## src/rtl/isa_bus_pkg.sv

```systemverilog
// Shared types and timing defaults for the ISA bus cycle arbiter.
// Covers the state enum, channel type and PIO/DMA class encoding.
package isa_bus_pkg;

    typedef enum logic [1:0] {
        S_IDLE,
        S_SETUP,
        S_STROBE,
        S_HOLD
    } state_e;

    typedef logic [1:0] chan_t;

    typedef enum logic {
        CLS_PIO = 1'b0,
        CLS_DMA = 1'b1
    } cls_e;

    localparam int DEF_SETUP_CYCLES  = 1;
    localparam int DEF_STROBE_CYCLES = 3;
    localparam int DEF_HOLD_CYCLES   = 1;

    function automatic logic [3:0] chan_onehot(chan_t ch);
        return 4'b0001 << ch;
    endfunction

endpackage

```

## src/rtl/isa_bus_arbiter_if.sv

```systemverilog
// Request/strobe bundle between register file, arbiter and ISA bus.
interface isa_bus_arbiter_if;
    import isa_bus_pkg::*;

    logic [3:0] drq;
    logic [3:0] chan_enable;
    logic [3:0] chan_dir;
    logic [3:0] dma_wdata_valid;
    logic       pio_req;
    logic       pio_write;
    logic       pio_ack;
    logic [3:0] dma_wdata_ack;
    logic       address_load;
    logic       data_load;
    logic       data_capture;
    logic       ior;
    logic       iow;
    logic       aen;
    logic [3:0] dack;
    logic       xfer_done;
    chan_t      xfer_chan;
    logic       xfer_is_dma;

    modport master (
        output drq, chan_enable, chan_dir, dma_wdata_valid,
        output pio_req, pio_write,
        input  pio_ack, dma_wdata_ack, address_load, data_load,
        input  data_capture, ior, iow, aen, dack, xfer_done,
        input  xfer_chan, xfer_is_dma
    );

    modport slave (
        input  drq, chan_enable, chan_dir, dma_wdata_valid,
        input  pio_req, pio_write,
        output pio_ack, dma_wdata_ack, address_load, data_load,
        output data_capture, ior, iow, aen, dack, xfer_done,
        output xfer_chan, xfer_is_dma
    );

endinterface

```

## src/rtl/rr_arb4.sv

```systemverilog
// Four-way round-robin picker; the pointer moves past the winner
// only when the caller commits the grant with advance.
module rr_arb4
    import isa_bus_pkg::*;
(
    input  logic       clk,
    input  logic       reset,
    input  logic [3:0] req,
    input  logic       advance,
    output logic [3:0] grant,
    output chan_t      idx
);

    chan_t ptr_q, ptr_d;
    chan_t cand;
    logic  found;

    always_comb begin
        found = 1'b0;
        idx   = ptr_q;
        cand  = ptr_q;
        for (int i = 0; i < 4; i++) begin
            cand = ptr_q + chan_t'(i);
            if (!found && req[cand]) begin
                found = 1'b1;
                idx   = cand;
            end
        end
        grant = found ? chan_onehot(idx) : 4'b0000;
        ptr_d = (advance && found) ? idx + 2'd1 : ptr_q;
    end

    always_ff @(posedge clk) begin
        if (reset) begin
            ptr_q <= '0;
        end else begin
            ptr_q <= ptr_d;
        end
    end

endmodule

```

## src/rtl/isa_bus_arbiter.sv

```systemverilog
// ISA bus cycle sequencer: arbitrates PIO against single-transfer DMA
// and times AEN/DACK/IOR/IOW plus data/address strobes per cycle.
module isa_bus_arbiter
    import isa_bus_pkg::*;
#(
    parameter int SETUP_CYCLES  = DEF_SETUP_CYCLES,
    parameter int STROBE_CYCLES = DEF_STROBE_CYCLES,
    parameter int HOLD_CYCLES   = DEF_HOLD_CYCLES
) (
    input logic              clk,
    input logic              reset,
    isa_bus_arbiter_if.slave bus
);

    localparam int MAX_AB = (SETUP_CYCLES > STROBE_CYCLES) ?
                            SETUP_CYCLES : STROBE_CYCLES;
    localparam int MAXC   = (MAX_AB > HOLD_CYCLES) ? MAX_AB : HOLD_CYCLES;
    localparam int CW     = $clog2(MAXC + 1);

    typedef logic [CW-1:0] cnt_t;

    state_e     state_q, state_d;
    cnt_t       cnt_q, cnt_d;
    cls_e       cls_q, cls_d;
    cls_e       last_q, last_d;
    logic       dir_q, dir_d;
    chan_t      chan_q, chan_d;
    logic [3:0] drq_s1_q, drq_s1_d;
    logic [3:0] drq_s2_q, drq_s2_d;

    logic       aen_q, aen_d;
    logic [3:0] dack_q, dack_d;
    logic       ior_q, ior_d;
    logic       iow_q, iow_d;
    logic       addr_ld_q, addr_ld_d;
    logic       data_ld_q, data_ld_d;
    logic       capture_q, capture_d;
    logic       done_q, done_d;
    logic       pio_ack_q, pio_ack_d;
    logic [3:0] wack_q, wack_d;

    logic [3:0] eligible;
    logic [3:0] rr_gnt;
    chan_t      rr_idx;
    logic       advance;
    logic       pio_pend, dma_pend;
    logic       grant_pio, grant_dma;
    logic       active, is_dma, last_hold;

    assign eligible = drq_s2_q & bus.chan_enable
                    & (bus.chan_dir | bus.dma_wdata_valid);
    assign pio_pend = bus.pio_req;
    assign dma_pend = |rr_gnt;

    rr_arb4 u_rr (
        .clk     (clk),
        .reset   (reset),
        .req     (eligible),
        .advance (advance),
        .grant   (rr_gnt),
        .idx     (rr_idx)
    );

    always_comb begin
        drq_s1_d  = bus.drq;
        drq_s2_d  = drq_s1_q;
        state_d   = state_q;
        cnt_d     = cnt_q;
        cls_d     = cls_q;
        last_d    = last_q;
        dir_d     = dir_q;
        chan_d    = chan_q;
        advance   = 1'b0;
        grant_pio = 1'b0;
        grant_dma = 1'b0;
        unique case (state_q)
            S_IDLE: begin
                // On a conflict the class not served last wins.
                if (pio_pend && dma_pend) begin
                    grant_dma = (last_q == CLS_PIO);
                    grant_pio = !grant_dma;
                end else begin
                    grant_pio = pio_pend;
                    grant_dma = dma_pend;
                end
                if (grant_pio) begin
                    cls_d = CLS_PIO;
                    dir_d = bus.pio_write;
                end
                if (grant_dma) begin
                    cls_d   = CLS_DMA;
                    chan_d  = rr_idx;
                    dir_d   = !bus.chan_dir[rr_idx];
                    advance = 1'b1;
                end
                if (grant_pio || grant_dma) begin
                    last_d  = cls_d;
                    state_d = S_SETUP;
                    cnt_d   = cnt_t'(SETUP_CYCLES);
                end
            end
            S_SETUP: begin
                if (cnt_q == cnt_t'(1)) begin
                    state_d = S_STROBE;
                    cnt_d   = cnt_t'(STROBE_CYCLES);
                end else begin
                    cnt_d = cnt_q - cnt_t'(1);
                end
            end
            S_STROBE: begin
                if (cnt_q == cnt_t'(1)) begin
                    state_d = S_HOLD;
                    cnt_d   = cnt_t'(HOLD_CYCLES);
                end else begin
                    cnt_d = cnt_q - cnt_t'(1);
                end
            end
            S_HOLD: begin
                if (cnt_q == cnt_t'(1)) begin
                    state_d = S_IDLE;
                end else begin
                    cnt_d = cnt_q - cnt_t'(1);
                end
            end
        endcase
    end

    // Outputs are decoded from the next state so they leave registered.
    always_comb begin
        active    = (state_d != S_IDLE);
        is_dma    = (cls_d == CLS_DMA);
        last_hold = (state_d == S_HOLD) && (cnt_d == cnt_t'(1));
        aen_d     = active && is_dma;
        dack_d    = aen_d ? chan_onehot(chan_d) : 4'b0000;
        addr_ld_d = !is_dma && (state_d == S_SETUP)
                 && (cnt_d == cnt_t'(SETUP_CYCLES));
        data_ld_d = dir_d
                 && ((state_d == S_SETUP) || (state_d == S_STROBE));
        ior_d     = !dir_d && (state_d == S_STROBE);
        iow_d     = dir_d && (state_d == S_STROBE);
        capture_d = ior_d && (cnt_d == cnt_t'(1));
        done_d    = last_hold;
        pio_ack_d = last_hold && !is_dma;
        wack_d    = (last_hold && is_dma && dir_d) ?
                    chan_onehot(chan_d) : 4'b0000;
    end

    always_ff @(posedge clk) begin
        if (reset) begin
            state_q   <= S_IDLE;
            cnt_q     <= '0;
            cls_q     <= CLS_PIO;
            last_q    <= CLS_PIO;
            dir_q     <= 1'b0;
            chan_q    <= '0;
            drq_s1_q  <= '0;
            drq_s2_q  <= '0;
            aen_q     <= 1'b0;
            dack_q    <= '0;
            ior_q     <= 1'b0;
            iow_q     <= 1'b0;
            addr_ld_q <= 1'b0;
            data_ld_q <= 1'b0;
            capture_q <= 1'b0;
            done_q    <= 1'b0;
            pio_ack_q <= 1'b0;
            wack_q    <= '0;
        end else begin
            state_q   <= state_d;
            cnt_q     <= cnt_d;
            cls_q     <= cls_d;
            last_q    <= last_d;
            dir_q     <= dir_d;
            chan_q    <= chan_d;
            drq_s1_q  <= drq_s1_d;
            drq_s2_q  <= drq_s2_d;
            aen_q     <= aen_d;
            dack_q    <= dack_d;
            ior_q     <= ior_d;
            iow_q     <= iow_d;
            addr_ld_q <= addr_ld_d;
            data_ld_q <= data_ld_d;
            capture_q <= capture_d;
            done_q    <= done_d;
            pio_ack_q <= pio_ack_d;
            wack_q    <= wack_d;
        end
    end

    assign bus.aen           = aen_q;
    assign bus.dack          = dack_q;
    assign bus.ior           = ior_q;
    assign bus.iow           = iow_q;
    assign bus.address_load  = addr_ld_q;
    assign bus.data_load     = data_ld_q;
    assign bus.data_capture  = capture_q;
    assign bus.xfer_done     = done_q;
    assign bus.pio_ack       = pio_ack_q;
    assign bus.dma_wdata_ack = wack_q;
    assign bus.xfer_chan     = chan_q;
    assign bus.xfer_is_dma   = (cls_q == CLS_DMA);

endmodule

```

## src/flat_wrapper.sv

```systemverilog
// flat-port wrapper written by rule: the top's interface ports become plain ports
module isa_bus_arbiter_flat import isa_bus_pkg::*;
#(
    parameter int SETUP_CYCLES  = DEF_SETUP_CYCLES,
    parameter int STROBE_CYCLES = DEF_STROBE_CYCLES,
    parameter int HOLD_CYCLES   = DEF_HOLD_CYCLES
)
  (clk, reset, bus_drq, bus_chan_enable, bus_chan_dir, bus_dma_wdata_valid, bus_pio_req, bus_pio_write, bus_pio_ack, bus_dma_wdata_ack, bus_address_load, bus_data_load, bus_data_capture, bus_ior, bus_iow, bus_aen, bus_dack, bus_xfer_done, bus_xfer_chan, bus_xfer_is_dma);
  isa_bus_arbiter_if bus_i ();
  input logic clk;
  input logic reset;
  input wire logic [$bits(bus_i.drq)-1:0] bus_drq;
  input wire logic [$bits(bus_i.chan_enable)-1:0] bus_chan_enable;
  input wire logic [$bits(bus_i.chan_dir)-1:0] bus_chan_dir;
  input wire logic [$bits(bus_i.dma_wdata_valid)-1:0] bus_dma_wdata_valid;
  input wire logic [$bits(bus_i.pio_req)-1:0] bus_pio_req;
  input wire logic [$bits(bus_i.pio_write)-1:0] bus_pio_write;
  output wire logic [$bits(bus_i.pio_ack)-1:0] bus_pio_ack;
  output wire logic [$bits(bus_i.dma_wdata_ack)-1:0] bus_dma_wdata_ack;
  output wire logic [$bits(bus_i.address_load)-1:0] bus_address_load;
  output wire logic [$bits(bus_i.data_load)-1:0] bus_data_load;
  output wire logic [$bits(bus_i.data_capture)-1:0] bus_data_capture;
  output wire logic [$bits(bus_i.ior)-1:0] bus_ior;
  output wire logic [$bits(bus_i.iow)-1:0] bus_iow;
  output wire logic [$bits(bus_i.aen)-1:0] bus_aen;
  output wire logic [$bits(bus_i.dack)-1:0] bus_dack;
  output wire logic [$bits(bus_i.xfer_done)-1:0] bus_xfer_done;
  output wire logic [$bits(bus_i.xfer_chan)-1:0] bus_xfer_chan;
  output wire logic [$bits(bus_i.xfer_is_dma)-1:0] bus_xfer_is_dma;
  assign bus_i.drq = bus_drq;
  assign bus_i.chan_enable = bus_chan_enable;
  assign bus_i.chan_dir = bus_chan_dir;
  assign bus_i.dma_wdata_valid = bus_dma_wdata_valid;
  assign bus_i.pio_req = bus_pio_req;
  assign bus_i.pio_write = bus_pio_write;
  assign bus_pio_ack = bus_i.pio_ack;
  assign bus_dma_wdata_ack = bus_i.dma_wdata_ack;
  assign bus_address_load = bus_i.address_load;
  assign bus_data_load = bus_i.data_load;
  assign bus_data_capture = bus_i.data_capture;
  assign bus_ior = bus_i.ior;
  assign bus_iow = bus_i.iow;
  assign bus_aen = bus_i.aen;
  assign bus_dack = bus_i.dack;
  assign bus_xfer_done = bus_i.xfer_done;
  assign bus_xfer_chan = bus_i.xfer_chan;
  assign bus_xfer_is_dma = bus_i.xfer_is_dma;
  isa_bus_arbiter #(.SETUP_CYCLES(SETUP_CYCLES), .STROBE_CYCLES(STROBE_CYCLES), .HOLD_CYCLES(HOLD_CYCLES)) u_core (.clk(clk), .reset(reset), .bus(bus_i));
endmodule
```

## config.mk

```make
export PLATFORM = sky130hd
export DESIGN_NAME = isa_bus_arbiter_flat
export DESIGN_NICKNAME = d
export VERILOG_FILES = /design/src/rtl/isa_bus_pkg.sv /design/src/rtl/isa_bus_arbiter_if.sv /design/src/rtl/rr_arb4.sv /design/src/rtl/isa_bus_arbiter.sv /design/src/flat_wrapper.sv
export SDC_FILE = /design/constraint.sdc
export NUM_CORES = 1
export LEC_CHECK = 0
export CAP_MARGIN = 30
export CORE_MARGIN = 2
export CORE_UTILIZATION = 37
export CTS_BUF_LIST = sky130_fd_sc_hd__clkbuf_2
export CTS_CLUSTER_SIZE = 20
export DETAILED_ROUTE_END_ITERATION = 8
export GPL_TIMING_DRIVEN = 0
export PLACE_DENSITY = 0.68
export SETUP_SLACK_MARGIN = 0.15
export SLEW_MARGIN = 20
export SYNTH_ARGS = -nofsm -noshare
export SYNTH_HDL_FRONTEND = slang
export SYNTH_SLANG_ARGS = --single-unit
```

## constraint.sdc

```tcl
create_clock -name clk -period 4.77 [get_ports clk]
set_input_delay 1.431 -clock clk [delete_from_list [all_inputs] [get_ports clk]]
set_output_delay 1.431 -clock clk [all_outputs]
set_load 0.01 [all_outputs]
```

== After elaboration in Yosys (flattened, before gate mapping) ==
Cells that the tools add are included.
Operators by class
  add/sub/neg operators: 5
  $mul: 0
  divide/modulo/power cells: 0
  order comparisons: 5
  equal/unequal tests: 8
  shifts and indexed selects: 2
  mux-type cells: 42
  bitwise logic cells: 6
  reduce and logical (&&, ||, !) cells: 30
Operators with widths (number)
  $mux 2: 13
  $mux 1: 21
  $logic_and 1x1->1: 16
  $pmux 2 s4: 2
  $lt 2x3->1 const B: 5
  $bmux 1 s2: 5
  $and 4x4->4: 2
  $eq 2x1->1 const B: 4
  $eq 2x2->1 const B: 4
  $shl 1x2->4 const A: 2
  $logic_not 1->1: 6
  $add 2x1->2 const B: 2
  $add 2x2->2 const B: 2
  $mux 4: 1
  $or 4x4->4: 1
  $reduce_or 2->1: 2
  $reduce_or 4->1: 1
  $not 1->1: 3
  $logic_not 2->1: 1
  $logic_or 1x1->1: 2
  $reduce_and 2->1: 1
  $reduce_bool 2->1: 1
  $sub 2x1->2 const B: 1
Storage, ports and cells
  register bits after elaboration: 35
  latch bits: 0
  RAM bits: 0
  ROM bits: 0
  word-level logic and storage cells: 117
  memories: 0

== Depth between registers and ports, before layout ==
Gate-level depths: netlist of run 1.
  depth after elaboration: 29
  gate-level depth with buffers: 9

== Modules after synthesis ==
A second synthesis of run 1 with hierarchy kept.
Unflattened totals
  cells, all modules: 174
  area, all modules: 1727.9 µm²
Modules (own cells, without submodules)
  isa_bus_arbiter: instances 1, cells an instance 137, area each 1413.9 µm²
  rr_arb4: instances 1, cells an instance 37, area each 314.1 µm²

== Least setup slack after synthesis of run 1 ==
Ideal clock, no wire load.
  path type: input-to-reg
  start point: input port bus_dma_wdata_valid[3]
  end point: register u_core.ior_q (netlist: u_core.bus.ior)
  library setup time: 60 ps
  arrival time: 3164 ps
  required time: 4710 ps
  path slack: 1545 ps
  cell stages on the path: 7
  cells stage by stage: o211a_1 o311a_1 a211o_1 buf_6 mux2i_4 a221oi_4 and3b_1
Between the ends
  word-level cells in the longest chain between the ends: 25
RTL lines
  start, declared: line flat_wrapper.sv:15  | input wire logic [$bits(bus_i.dma_wdata_valid)-1:0] bus_dma_wdata_valid;
  $or 4x4->4 (*): line isa_bus_arbiter.sv:51  | & (bus.chan_dir | bus.dma_wdata_valid);
  $and 4x4->4 (*): line isa_bus_arbiter.sv:51
  $bmux 1 s2: line rr_arb4.sv:24  | if (!found && req[cand]) begin
  $mux 1 (not written as such): line rr_arb4.sv:24
  $mux 1: line rr_arb4.sv:24
  $logic_not 1->1: line rr_arb4.sv:24
  $logic_and 1x1->1: line rr_arb4.sv:24
  $mux 1: line rr_arb4.sv:24
  [... 9 more ...]
  $logic_and 1x1->1: line isa_bus_arbiter.sv:79  | if (pio_pend && dma_pend) begin
  $mux 1: line isa_bus_arbiter.sv:79
  $mux 1: line isa_bus_arbiter.sv:76  | unique case (state_q)
  $logic_or 1x1->1 or $mux 1 (tied branches): line isa_bus_arbiter.sv:96, isa_bus_arbiter.sv:86
  $mux 2 or $mux 1 (tied branches): line isa_bus_arbiter.sv:96, isa_bus_arbiter.sv:90
  $pmux 2 s4 or $mux 1 (tied branches): line isa_bus_arbiter.sv:76
  $eq 2x2->1 or $logic_not 1->1 (tied branches): line isa_bus_arbiter.sv:139  | ior_d = !dir_d && (state_d == S_STROBE);
  $logic_and 1x1->1 (*): line isa_bus_arbiter.sv:139
  end signal, assigned: line isa_bus_arbiter.sv:179  | ior_q <= ior_d;
  end, declared: line isa_bus_arbiter.sv:33  | logic ior_q, ior_d;
Mark *: on every way between the ends. The rest lies on a longest branch, timed or not. The select of a mux whose other input is x is not followed.
A chain may end at the register's enable or synchronous reset.

== Final worst setup path of run 1 ==
  start point: input port bus_chan_dir[0]
  end point: register u_core.wack_q[2] (netlist: u_core.bus.dma_wdata_ack[2])
Between the ends
  word-level cells in the longest chain between the ends: 29
RTL lines
  start, declared: line flat_wrapper.sv:14  | input wire logic [$bits(bus_i.chan_dir)-1:0] bus_chan_dir;
  $or 4x4->4 (*): line isa_bus_arbiter.sv:51
  $and 4x4->4 (*): line isa_bus_arbiter.sv:51
  $bmux 1 s2: line rr_arb4.sv:24
  $mux 1 (not written as such): line rr_arb4.sv:24
  $mux 1: line rr_arb4.sv:24
  $logic_not 1->1: line rr_arb4.sv:24
  $logic_and 1x1->1: line rr_arb4.sv:24
  $mux 1: line rr_arb4.sv:24
  [... 13 more ...]
  $mux 2 (*): line isa_bus_arbiter.sv:96  | if (grant_pio || grant_dma) begin
  $pmux 2 s4 (*): line isa_bus_arbiter.sv:76
  named net u_core.state_d[0]: line isa_bus_arbiter.sv:22  | state_e state_q, state_d;
  $eq 2x2->1 (*): line isa_bus_arbiter.sv:132  | last_hold = (state_d == S_HOLD) && (cnt_d == cnt_t'(1));
  $logic_and 1x1->1 (*): line isa_bus_arbiter.sv:132
  $logic_and 1x1->1 (*) (2 in series): line isa_bus_arbiter.sv:144  | wack_d = (last_hold && is_dma && dir_d) ?
  $not 1->1 (no line) (*)
  $reduce_or 2->1 (no line) (*)
  end signal, assigned: line isa_bus_arbiter.sv:186  | wack_q <= wack_d;
  end, declared: line isa_bus_arbiter.sv:40  | logic [3:0] wack_q, wack_d;
The timed path passes the listed nets; every way through them passes the cells marked *. The select of a mux whose other input is x is not followed.

==> impl_metrics.py, run 1 <==
metrics = {
    "die": {
        "die_x_um": 68.8,
        "die_area_um2": 4730,
        "rows": 23,
        "io_pins": 39,
        "start_util_pct": 38.5,
        "core_area_um2": 4030,
        "die_h_um": 68.8,
    },
    "setup_path": {
        "cp-start-kind": "input pin",
        "reg2reg_from": "u_core.u_rr.ptr_q[1]",
        "path_max_fanout": 6,
        "timing.rr.end": "u_core.bus.data_capture",
        "critical_path_class": "in -> reg",
        "cp-end-kind": "register",
        "cp.required_ps": 5030,
        "critPathArrivalTime_ps": 3760,
        "rrSetupSlack_ps": 2490,
        "r2r_cells": 7,
    },
    "synth": {
        "synth_area_per_cell_um2": 9.64,
        "synth_area_leaders": "dfxtp_1, ha_1, nor2_1",
        "async_flop_share_pct": 0,
        "ys_seq_elements": 35,
        "synth_nets": 188,
        "synthCells": 161,
        "yosysSeqAreaShare_pct": 45.2,
        "synth.distinct_cells": 47,
        "yosys_warnings": 0,
        "syn_area_um2": 1550,
        "netlist.area_leader.share_pct": 45.2,
        "synth_ff_type": "dfxtp_1",
        "synth_largest_area_cell": "dfxtp_1",
        "synth_edf_count": 0,
    },
    "sta": {
        "setup-tns-final_ps": 0,
        "drv_slew": 0,
        "final-setup-viol-count": 0,
        "finalCritPeriodShare_pct": 73.4,
        "fin_crit_ps": 3500,
        "grt_setup_unrepaired": "no",
        "hold_viol": 0,
        "fmax_mhz": 286,
        "fin_worst_skew_ps": 4.87,
        "slew_headroom_pct": 63.8,
        "tightest_slew_ps": 543,
    },
    "global_routing": {
        "use_met3_pct": 4.38,
        "grt_pass1_vias": 1267,
        "globalRouteTotalUtil_pct": 15.3,
        "antenna_found_initial": 0,
        "grt_pass1_wl_um": 5350,
        "gr-usage-met1_pct": 18.0,
        "use_met2_pct": 25.8,
        "grt_max_degree": 11,
        "grt_busiest_layer": "met2",
        "grt_overflow": 0,
    },
    "route": {
        "vias": 1277,
        "drt-pass1-iter-count": 4,
        "detail_route.wl_per_cell_um": 11.7,
        "post_drt_via_cell_ratio": 4.97,
        "antenna_left": 0,
        "drt-initial-drc-count": 56,
        "routed_wl_um": 3010,
        "drc_errors": 0,
    },
    "clocking": {
        "numClockSinks": 35,
        "cts_hold_buf": 0,
        "insertion_delay_ps": 370,
        "postCtsSetupRepairBufs": 0,
        "cts-buffers-inserted": 5,
        "clkTransAtPathRegs_ps": 170,
        "cts_resized": 0,
        "clk_path_buf_depth": 2,
        "cts_tree": "done",
        "cts_root_buffer": "clkbuf_2",
        "cts_htree_levels": 2,
    },
    "layout": {
        "design_area_um2": 2030,
        "area_growth_pct": 31.0,
        "drive_gt1_share_pct": 11.1,
        "nNetsFinal": 233,
        "antenna_cells": 0,
        "final_util_pct": 50.4,
    },
    "pwr": {
        "power.density_nw_per_um2": 297,
        "netSwitchingPower_mw": 0.185,
        "p_int_mw": 0.419,
        "pwr-share-clk_pct": 21.7,
        "power.total_mw": 0.604,
        "seq_power_share_pct": 53.6,
        "p_sw_share_pct": 30.6,
        "ir_worst_vdd_mv": 0.148,
        "pwr-share-comb_pct": 24.7,
        "leakagePower_nw": 0.816,
    },
    "min_path": {
        "min_from": "u_core.drq_s1_q[2]",
        "holdPathEnd": "u_core.drq_s2_q[2]",
        "min_path_type": "reg -> reg",
        "min_path_cells": 1,
    },
    "placed_design": {
        "io_buffers": 38,
        "dpl.hpwl_um": 2290,
        "gp_congestion": 0.785,
        "postPlaceCellArea_um2": 1990,
    },
    "status": {
        "status": "completed",
    },
    "run": {
        "cap_violations": 0,
    },
}
worst max-delay path, stage by stage:
cell and delay [ps]:
clkdlybuf4s50_1 470, o211ai_2 310, nand4_1 300, or3_1 490, nand3_1 190, inv_1 90, ha_1 200, nand3_1 180
nor4_1 100
state kept, by name (all words and copies together), names as in the netlist, 2 cells and up:
register,cells
u_core.state_q,2
u_core.bus.dack,4
u_core.bus.dma_wdata_ack,4
u_core.drq_s2_q,4
u_core.u_rr.ptr_q,2
u_core.cnt_q,2
u_core.bus.xfer_chan,2
u_core.drq_s1_q,4
worst max path at each step:
stage                                 from                           to  cells past startpoint
global route               bus_chan_dir[2]  u_core.bus.dma_wdata_ack[1]                      9
global placement           bus_chan_dir[3]      u_core.bus.data_capture                      8
finish                     bus_chan_dir[0]  u_core.bus.dma_wdata_ack[2]                      9
CTS                        bus_chan_dir[3]      u_core.bus.data_capture                      8
floorplan           bus_dma_wdata_valid[3]               u_core.bus.ior                      7
detailed placement         bus_chan_dir[3]               u_core.bus.ior                      8
cells in the final DEF, fill, tap and decap left out, drive strengths merged, types with 4 or more instances in the layout:
master,instances
nor2,18
dfxtp,35
nor2b,9
nor3,6
ha,7
nand2,7
a31oi,4
o211ai,4
a21oi,7
clkdlybuf4s50,38
o21ai,5
inv,11
clkbuf,8
nor4,4
per-stage QoR:
stage	cells	hold WS, ps	worst slack (ps)
2_1_floorplan	161	414	1550
3_3_place_gp	249	416	885
3_5_place_dp	249	427	893
4_1_cts	257	460	1300
5_1_grt	257	465	1150
6_report	257	458	1270
synthesized netlist by cell type (3+ instances only):
library cell  instances
inv_1                11
o21ai_0               5
a21oi_1               6
nand2_1               7
a31oi_1               4
ha_1                  7
nor2b_1               9
dfxtp_1              35
nor2_1               18
nor3b_1               3
nor3_1                6
nor4_1                4
power by group through the flow:
stage               Combinational, mW  Sequential [mW]  Clock (mW)
finish                          0.149            0.324       0.131
global route                    0.168            0.327       0.146
CTS                             0.151            0.324       0.137
detailed placement              0.150            0.330           0
global placement                0.147            0.330           0
floorplan                      0.0935            0.332           0
routing by layer:
metal	part of all wire, %	vias to the layer above
li1	-	664
met1	49	576
met2	45	31
met3	4.6	6
met4	2.2	0
met5	0	-
final cells by class:
type,count,area (um^2)
fill,383,2000
clock buffer,6,30.0
buffer,4,30.0
clock inverter,2,7.51
multi-input combinational,111,779
inverter,11,41.3
sequential,35,701
timing repair buffer,38,380
tap,50,62.6
logic make-up (layout without fill, tap and decap cells):
group	Yosys count	in the layout	share of synthesized area (%)
AND/OR/NAND/NOR	63	63	22.2
AO/OA/AOI/OAI	37	37	19.0
flip-flops	35	35	45.2
buffers and inverters	15	61	4.60
adder cells (fa/ha/maj)	7	7	5.64
XOR/XNOR	2	2	1.13
multiplexers	2	2	2.34
Note: power is estimated with default switching activity, not from simulation.
==> inputs of run 2 (changes only) <==
--- a/config.mk
+++ b/config.mk
@@ -12,7 +12,7 @@
 export CTS_CLUSTER_SIZE = 20
 export DETAILED_ROUTE_END_ITERATION = 8
 export GPL_TIMING_DRIVEN = 0
-export PLACE_DENSITY = 0.68
+export PLACE_DENSITY = 0.7
 export SETUP_SLACK_MARGIN = 0.15
 export SLEW_MARGIN = 20
 export SYNTH_ARGS = -nofsm -noshare
==> constraint.sdc (replaced) <==
create_clock -name clk -period 3.2 [get_ports clk]
set_input_delay 0.96 -clock clk [delete_from_list [all_inputs] [get_ports clk]]
set_output_delay 0.96 -clock clk [all_outputs]
set_load 0.01 [all_outputs]
==> run 2 against run 1 <==
Against the previous run: sequential share of layout area shrank 0.46 points; sequential power grew 49%; critical path depth is the same; clock skew grew 6.9 ps; routed wire length grew 2.2%; clock power grew 47%; global-route usage is essentially flat; critical endpoint unchanged; worst hold slack lost 5.7 ps; register-to-register slack lost 1500 ps; largest cell class unchanged; core utilization grew 0.68 points.
==> impl_metrics.py, run 2 (synthesis results as in run 1) <==
metrics = {
    "global_routing": {
        "grt_pass1_vias": 1165,
        "grt_overflow": 0,
        "antenna_found_initial": 0,
        "grt_max_degree": 11,
        "grt_pass1_wl_um": 5220,
        "globalRouteTotalUtil_pct": 15.3,
    },
    "pwr": {
        "pwr-share-clk_pct": 21.2,
        "netSwitchingPower_mw": 0.275,
        "pwr-share-comb_pct": 25.7,
        "ir_worst_vdd_mv": 0.222,
        "p_sw_share_pct": 30.3,
        "seq_power_share_pct": 53.1,
        "power.density_nw_per_um2": 441,
        "p_int_mw": 0.634,
        "leakagePower_nw": 0.831,
    },
    "sta": {
        "hold_viol": 0,
        "fmax_mhz": 337,
        "grt_setup_unrepaired": "yes",
        "fin_worst_skew_ps": 11.7,
        "tightest_slew_ps": 561,
        "final-setup-viol-count": 0,
        "finalCritPeriodShare_pct": 92.8,
        "drv_slew": 0,
        "slew_headroom_pct": 62.6,
        "fin_crit_ps": 2970,
        "setup_slack_ps": 231,
    },
    "placed_design": {
        "dpl.hpwl_um": 2260,
        "placed_cells": 249,
        "postPlaceCellArea_um2": 1990,
        "gp_congestion": 0.819,
        "io_buffers": 38,
        "post-place-ws_ps": -248,
    },
    "layout": {
        "antenna_cells": 0,
        "final_cells": 260,
        "layout_commonest_cell": "clkdlybuf4s50_1",
        "nNetsFinal": 236,
        "fillCellCount": 412,
        "design_area_um2": 2060,
        "layout_common_cells": "clkdlybuf4s50_1, dfxtp_1, nor2_1, inv_1, nor2b_1",
        "drive_gt1_share_pct": 12.9,
        "area_growth_pct": 32.7,
    },
    "setup_path": {
        "cpPeakStageDelay_ps": 470,
        "path_max_fanout": 6,
        "cp-start-kind": "input pin",
        "cp-end-kind": "register",
        "r2r_cells": 8,
        "crit_path_frequent_cell": "nand3_1",
        "critical_path_class": "in -> reg",
        "critPathArrivalTime_ps": 3210,
        "cpMaxStageDelayCell": "clkdlybuf4s50_1",
        "cp.required_ps": 3440,
        "path_cells": "clkdlybuf4s50_1 -> o211ai_2 -> nand4_1 -> or3_4 -> nand3_1 -> inv_1 -> ha_1 -> nand3_1 -> nor4_1",
    },
    "clocking": {
        "clkTransAtPathRegs_ps": 170,
        "cts_root_buffer": "clkbuf_2",
        "cts-buffers-inserted": 5,
        "cts_hold_buf": 0,
        "cts_tree": "done",
        "clk_path_buf_depth": 2,
        "cts_htree_levels": 2,
        "insertion_delay_ps": 370,
        "numClockSinks": 35,
    },
    "route": {
        "vias": 1303,
        "post_drt_via_cell_ratio": 5.01,
        "drt-pass1-iter-count": 4,
        "drc_errors": 0,
        "antenna_left": 0,
        "routed_wl_um": 3080,
        "drt-initial-drc-count": 114,
        "detail_route.wl_per_cell_um": 11.8,
    },
    "die": {
        "start_util_pct": 38.5,
        "io_pins": 39,
        "die_h_um": 68.8,
        "die_area_um2": 4730,
        "core_area_um2": 4030,
        "die_x_um": 68.8,
        "rows": 23,
    },
    "min_path": {
        "min_path_type": "reg -> reg",
        "min_path_cells": 1,
    },
    "status": {
        "status": "completed",
    },
    "run": {
        "cap_violations": 0,
    },
}
[run 2: changes by cell type in the layout (fill, tap and decap cells not counted), sizes merged]
cell,delta
buf,+3
[run 2: final cells by class]
class                      count  area, um^2  share of cell area, %
clock inverter                 2        7.51                  0.365
clock buffer                   6        30.0                   1.46
inverter                      11        41.3                   2.00
sequential                    35         701                   34.0
timing repair buffer          41         403                   19.6
buffer                         4        30.0                   1.46
multi-input combinational    111         785                   38.1
tap                           50        62.6                   3.04
[run 2: final timing paths]
check / start / endpoint / slack (ps)
hold reg to reg: u_core.drq_s1_q[3] / u_core.drq_s2_q[3] / 450
hold / removal: u_core.drq_s1_q[3] / u_core.drq_s2_q[3] / 450
setup / recovery: bus_chan_dir[0] / u_core.bus.dma_wdata_ack[2] / 230
setup reg to reg: u_core.u_rr.ptr_q[1] / u_core.bus.data_capture / 1040
[run 2: worst max-delay path, delay by kind of cell]
kind	cells	cell delay, ps
compound gates	1	310
fa+ha+maj	1	200
buf+inv	2	560
simple gates	5	1170
[run 2: power by group through the flow]
stage	registers (mW)	logic, mW	clock network (mW)
2_1_floorplan	0.494	0.139	0
6_report	0.483	0.233	0.193
3_3_place_gp	0.492	0.219	0
4_1_cts	0.483	0.223	0.204
3_5_place_dp	0.492	0.222	0
5_1_grt	0.487	0.265	0.229
[run 2: timing repair]
action,CTS,global route
endpoints found under the setup margin,0,9
gates resized for setup,0,1
hold endpoints to repair,0,0
buffers inserted,0,3
[run 2: per-stage QoR]
stage	hold slack, ps	utilization [%]	TNS (ps)	total power [mW]
CTS	460	50.4	0	0.910
finish	452	51.1	0	0.909
global route	467	51.1	0	0.981
floorplan	414	-	0	0.634
detailed placement	428	49.5	-2440	0.715
global placement	418	49.5	-2250	0.711
[run 2: per-layer routing]
layer,routed length [um],up-vias,part of all wire [%],global-route usage [%]
met4,65,0,2.1,7.35
li1,-,672,-,-
met3,167,6,5.4,5.03
met5,0,-,0,0
met1,1460,592,47,18.9
met2,1390,33,45,24.0
==> inputs of run 3 (changes only) <==
--- a/config.mk
+++ b/config.mk
@@ -5,14 +5,15 @@
 export SDC_FILE = /design/constraint.sdc
 export NUM_CORES = 1
 export LEC_CHECK = 0
+export ABC_AREA = 1
 export CAP_MARGIN = 30
-export CORE_MARGIN = 2
 export CORE_UTILIZATION = 37
 export CTS_BUF_LIST = sky130_fd_sc_hd__clkbuf_2
 export CTS_CLUSTER_SIZE = 20
 export DETAILED_ROUTE_END_ITERATION = 8
+export DONT_BUFFER_PORTS = 1
 export GPL_TIMING_DRIVEN = 0
-export PLACE_DENSITY = 0.7
+export PLACE_DENSITY = 0.58
 export SETUP_SLACK_MARGIN = 0.15
 export SLEW_MARGIN = 20
 export SYNTH_ARGS = -nofsm -noshare
==> run 3 against run 2 <==
Against the previous run: the flow now finishes with violations (DRC); clock skew rose by 1.0 ps; sequential cell count did not move; count of clock-buffer cells in the layout fell by 1; core utilization fell by 8.4 points; synthesized cell count rose by 47%; worst hold slack got worse by 37 ps; first-iteration DRC count fell by 37%; largest cell class unchanged.
==> impl_metrics.py, run 3 <==
metrics = {
    "pwr": {
        "power.density_nw_per_um2": 879,
        "leakagePower_nw": 0.996,
        "ir_worst_vdd_mv": 0.535,
        "power.total_mw": 1.68,
    },
    "synth": {
        "synthCells": 236,
        "synth_nets": 263,
        "ys_seq_elements": 35,
        "netlist.area_leader.share_pct": 39.5,
        "syn_area_um2": 1780,
        "async_flop_share_pct": 0,
        "yosys_warnings": 0,
        "yosysSeqAreaShare_pct": 39.5,
        "synth_ff_type": "dfxtp_1",
        "synth_area_leaders": "dfxtp_1, nand2_1, inv_1",
        "synth_area_per_cell_um2": 7.52,
        "synth.distinct_cells": 30,
        "yosysMostFrequentCell": "nand2_1",
        "synth_common_cells": "nand2_1, inv_1, dfxtp_1, nor2_1, nand3_1",
        "synth_largest_area_cell": "dfxtp_1",
        "synth_edf_count": 0,
    },
    "clocking": {
        "insertion_delay_ps": 370,
        "cts_resized": 0,
        "cts_root_buffer": "clkbuf_2",
        "cts-buffers-inserted": 5,
        "cts_tree": "done",
        "clk_path_buf_depth": 2,
        "numClockSinks": 35,
        "cts_htree_levels": 2,
        "clkTransAtPathRegs_ps": 190,
        "cts_hold_buf": 0,
        "postCtsSetupRepairBufs": 0,
    },
    "sta": {
        "fin_crit_ps": 2280,
        "fin_worst_skew_ps": 12.7,
        "setup_slack_ps": 925,
        "drv_slew": 0,
        "slew_headroom_pct": 64.7,
        "fmax_mhz": 439,
        "setup-tns-final_ps": 0,
        "hold_viol": 0,
        "final-setup-viol-count": 0,
        "grt_setup_unrepaired": "no",
        "tightest_slew_ps": 529,
        "finalCritPeriodShare_pct": 71.1,
    },
    "route": {
        "routed_wl_um": 3450,
        "detail_route.wl_per_cell_um": 11.7,
        "vias": 1379,
        "drc_errors": 3,
        "post_drt_via_cell_ratio": 4.66,
        "antenna_left": 0,
        "drt-pass1-iter-count": 7,
        "drt-initial-drc-count": 72,
    },
    "layout": {
        "final_cells": 296,
        "area_growth_pct": 7.54,
        "fillCellCount": 455,
        "final-seq-area_um2": 701,
        "multi_input_comb_area_um2": 896,
        "layout_commonest_cell": "nand2_1",
        "layout_common_cells": "nand2_1, inv_1, dfxtp_1, nor2_1, nand3_1",
        "nNetsFinal": 270,
        "drive_gt1_share_pct": 18.4,
        "antenna_cells": 0,
    },
    "global_routing": {
        "use_met2_pct": 25.6,
        "grt_overflow": 0,
        "gr-usage-met1_pct": 19.0,
        "use_met3_pct": 3.38,
        "grt_pass1_vias": 1360,
        "grt_pass1_wl_um": 6060,
        "grt_busiest_layer": "met2",
        "antenna_found_initial": 0,
        "globalRouteTotalUtil_pct": 15.3,
        "grt_max_degree": 13,
    },
    "setup_path": {
        "cp.required_ps": 3500,
        "path_cells": "inv_1 -> nand2_1 -> nand3_1 -> nand3_2 -> nand2_4 -> nand3_2 -> nor2_4 -> nand2_1 -> nand2_1 -> inv_1 -> ha_1 -> nand2_1 -> nor2_1 -> nand2_2 -> nor2_1",
        "crit_family": "simple AND/OR/NAND/NOR gates",
        "cpMaxStageDelayCell": "ha_1",
        "crit_path_frequent_cell": "nand2_1",
        "critPathArrivalTime_ps": 2580,
        "critical_path_class": "in -> reg",
        "cp-start-kind": "input pin",
        "cp-end-kind": "register",
        "cpPeakStageDelay_ps": 200,
        "path_max_fanout": 6,
        "path_buf_inv": 2,
    },
    "placed_design": {
        "placed_cells": 288,
        "io_buffers": 0,
        "gp_congestion": 0.844,
        "post-place-ws_ps": 523,
        "dpl.hpwl_um": 2670,
    },
    "status": {
        "status": "finished, violations left",
        "violations": "DRC",
    },
    "die": {
        "die_x_um": 71.3,
        "start_util_pct": 39.7,
        "core_area_um2": 4470,
        "die_area_um2": 5080,
        "rows": 24,
        "io_pins": 39,
        "die_h_um": 71.3,
    },
    "min_path": {
        "min_path_type": "reg -> reg",
    },
    "run": {
        "cap_violations": 0,
    },
}
==> run 3: power breakdown <==
group,total (mW),internal [mW],switching [mW]
registers,0.568,0.509,0.0594
clock network,0.284,0.132,0.152
logic,0.827,0.280,0.547
total,1.68,0.921,0.758
==> run 3: per-layer routing <==
metal  share of wire, %  vias up  routed length, um
met3                4.9        6                168
li1                   -      738                  -
met5                  0        -                  0
met4                1.4        0                 47
met1                 46      610               1590
met2                 47       25               1640
==> run 3: cell families after synthesis <==
logic type	count (synthesis)	synth area share [%]
buffers and inverters	43	10.1
adder cells (fa/ha/maj)	7	4.93
AND/OR/NAND/NOR	135	37.6
XOR/XNOR	2	2.47
flip-flops	35	39.5
AO/OA/AOI/OAI	14	5.43
==> run 3: cell type report <==
cell class / count / area share (%)
multi-input combinational: 158 / 46.9
inverter: 39 / 7.80
clock inverter: 3 / 2.29
clock buffer: 5 / 1.31
sequential: 35 / 36.7
tap: 52 / 3.41
buffer: 4 / 1.57
==> run 3: path summary, 6_finish.rpt <==
| path | from | to | slack (ps) | depth (start not counted) |
|---|---|---|---|---|
| worst max-delay path | bus_chan_dir[1] | u_core.bus.dma_wdata_ack[3] | 920 | 15 |
| worst min-delay path | u_core.drq_s1_q[2] | u_core.drq_s2_q[2] | 410 | 2 |
| worst max register to register | u_core.u_rr.ptr_q[1] | u_core.bus.dma_wdata_ack[3] | 1080 | 14 |
| worst min register to register | u_core.drq_s1_q[2] | u_core.drq_s2_q[2] | 410 | 2 |
==> run 3: worst register-to-register path, cell delays in order (launching register included) <==
cell and delay [ps]:
dfxtp_1 350, buf_6 140, xnor2_2 260, nand3_2 110, nand2_2 120, nand3_2 90, nor2_4 140, nand2_1 90
nand2_1 160, inv_1 90, ha_1 200, nand2_1 100, nor2_1 60, nand2_2 100, nor2_1 50
==> run 3: per-stage QoR <==
stage          cell area (um^2)  utilization, %  hold slack, ps
2_1_floorplan              1780               -             388
3_3_place_gp               1840            41.1             390
3_5_place_dp               1840            41.1             394
4_1_cts                    1910            42.7             416
5_1_grt                    1910            42.7             434
6_report                   1910            42.7             415
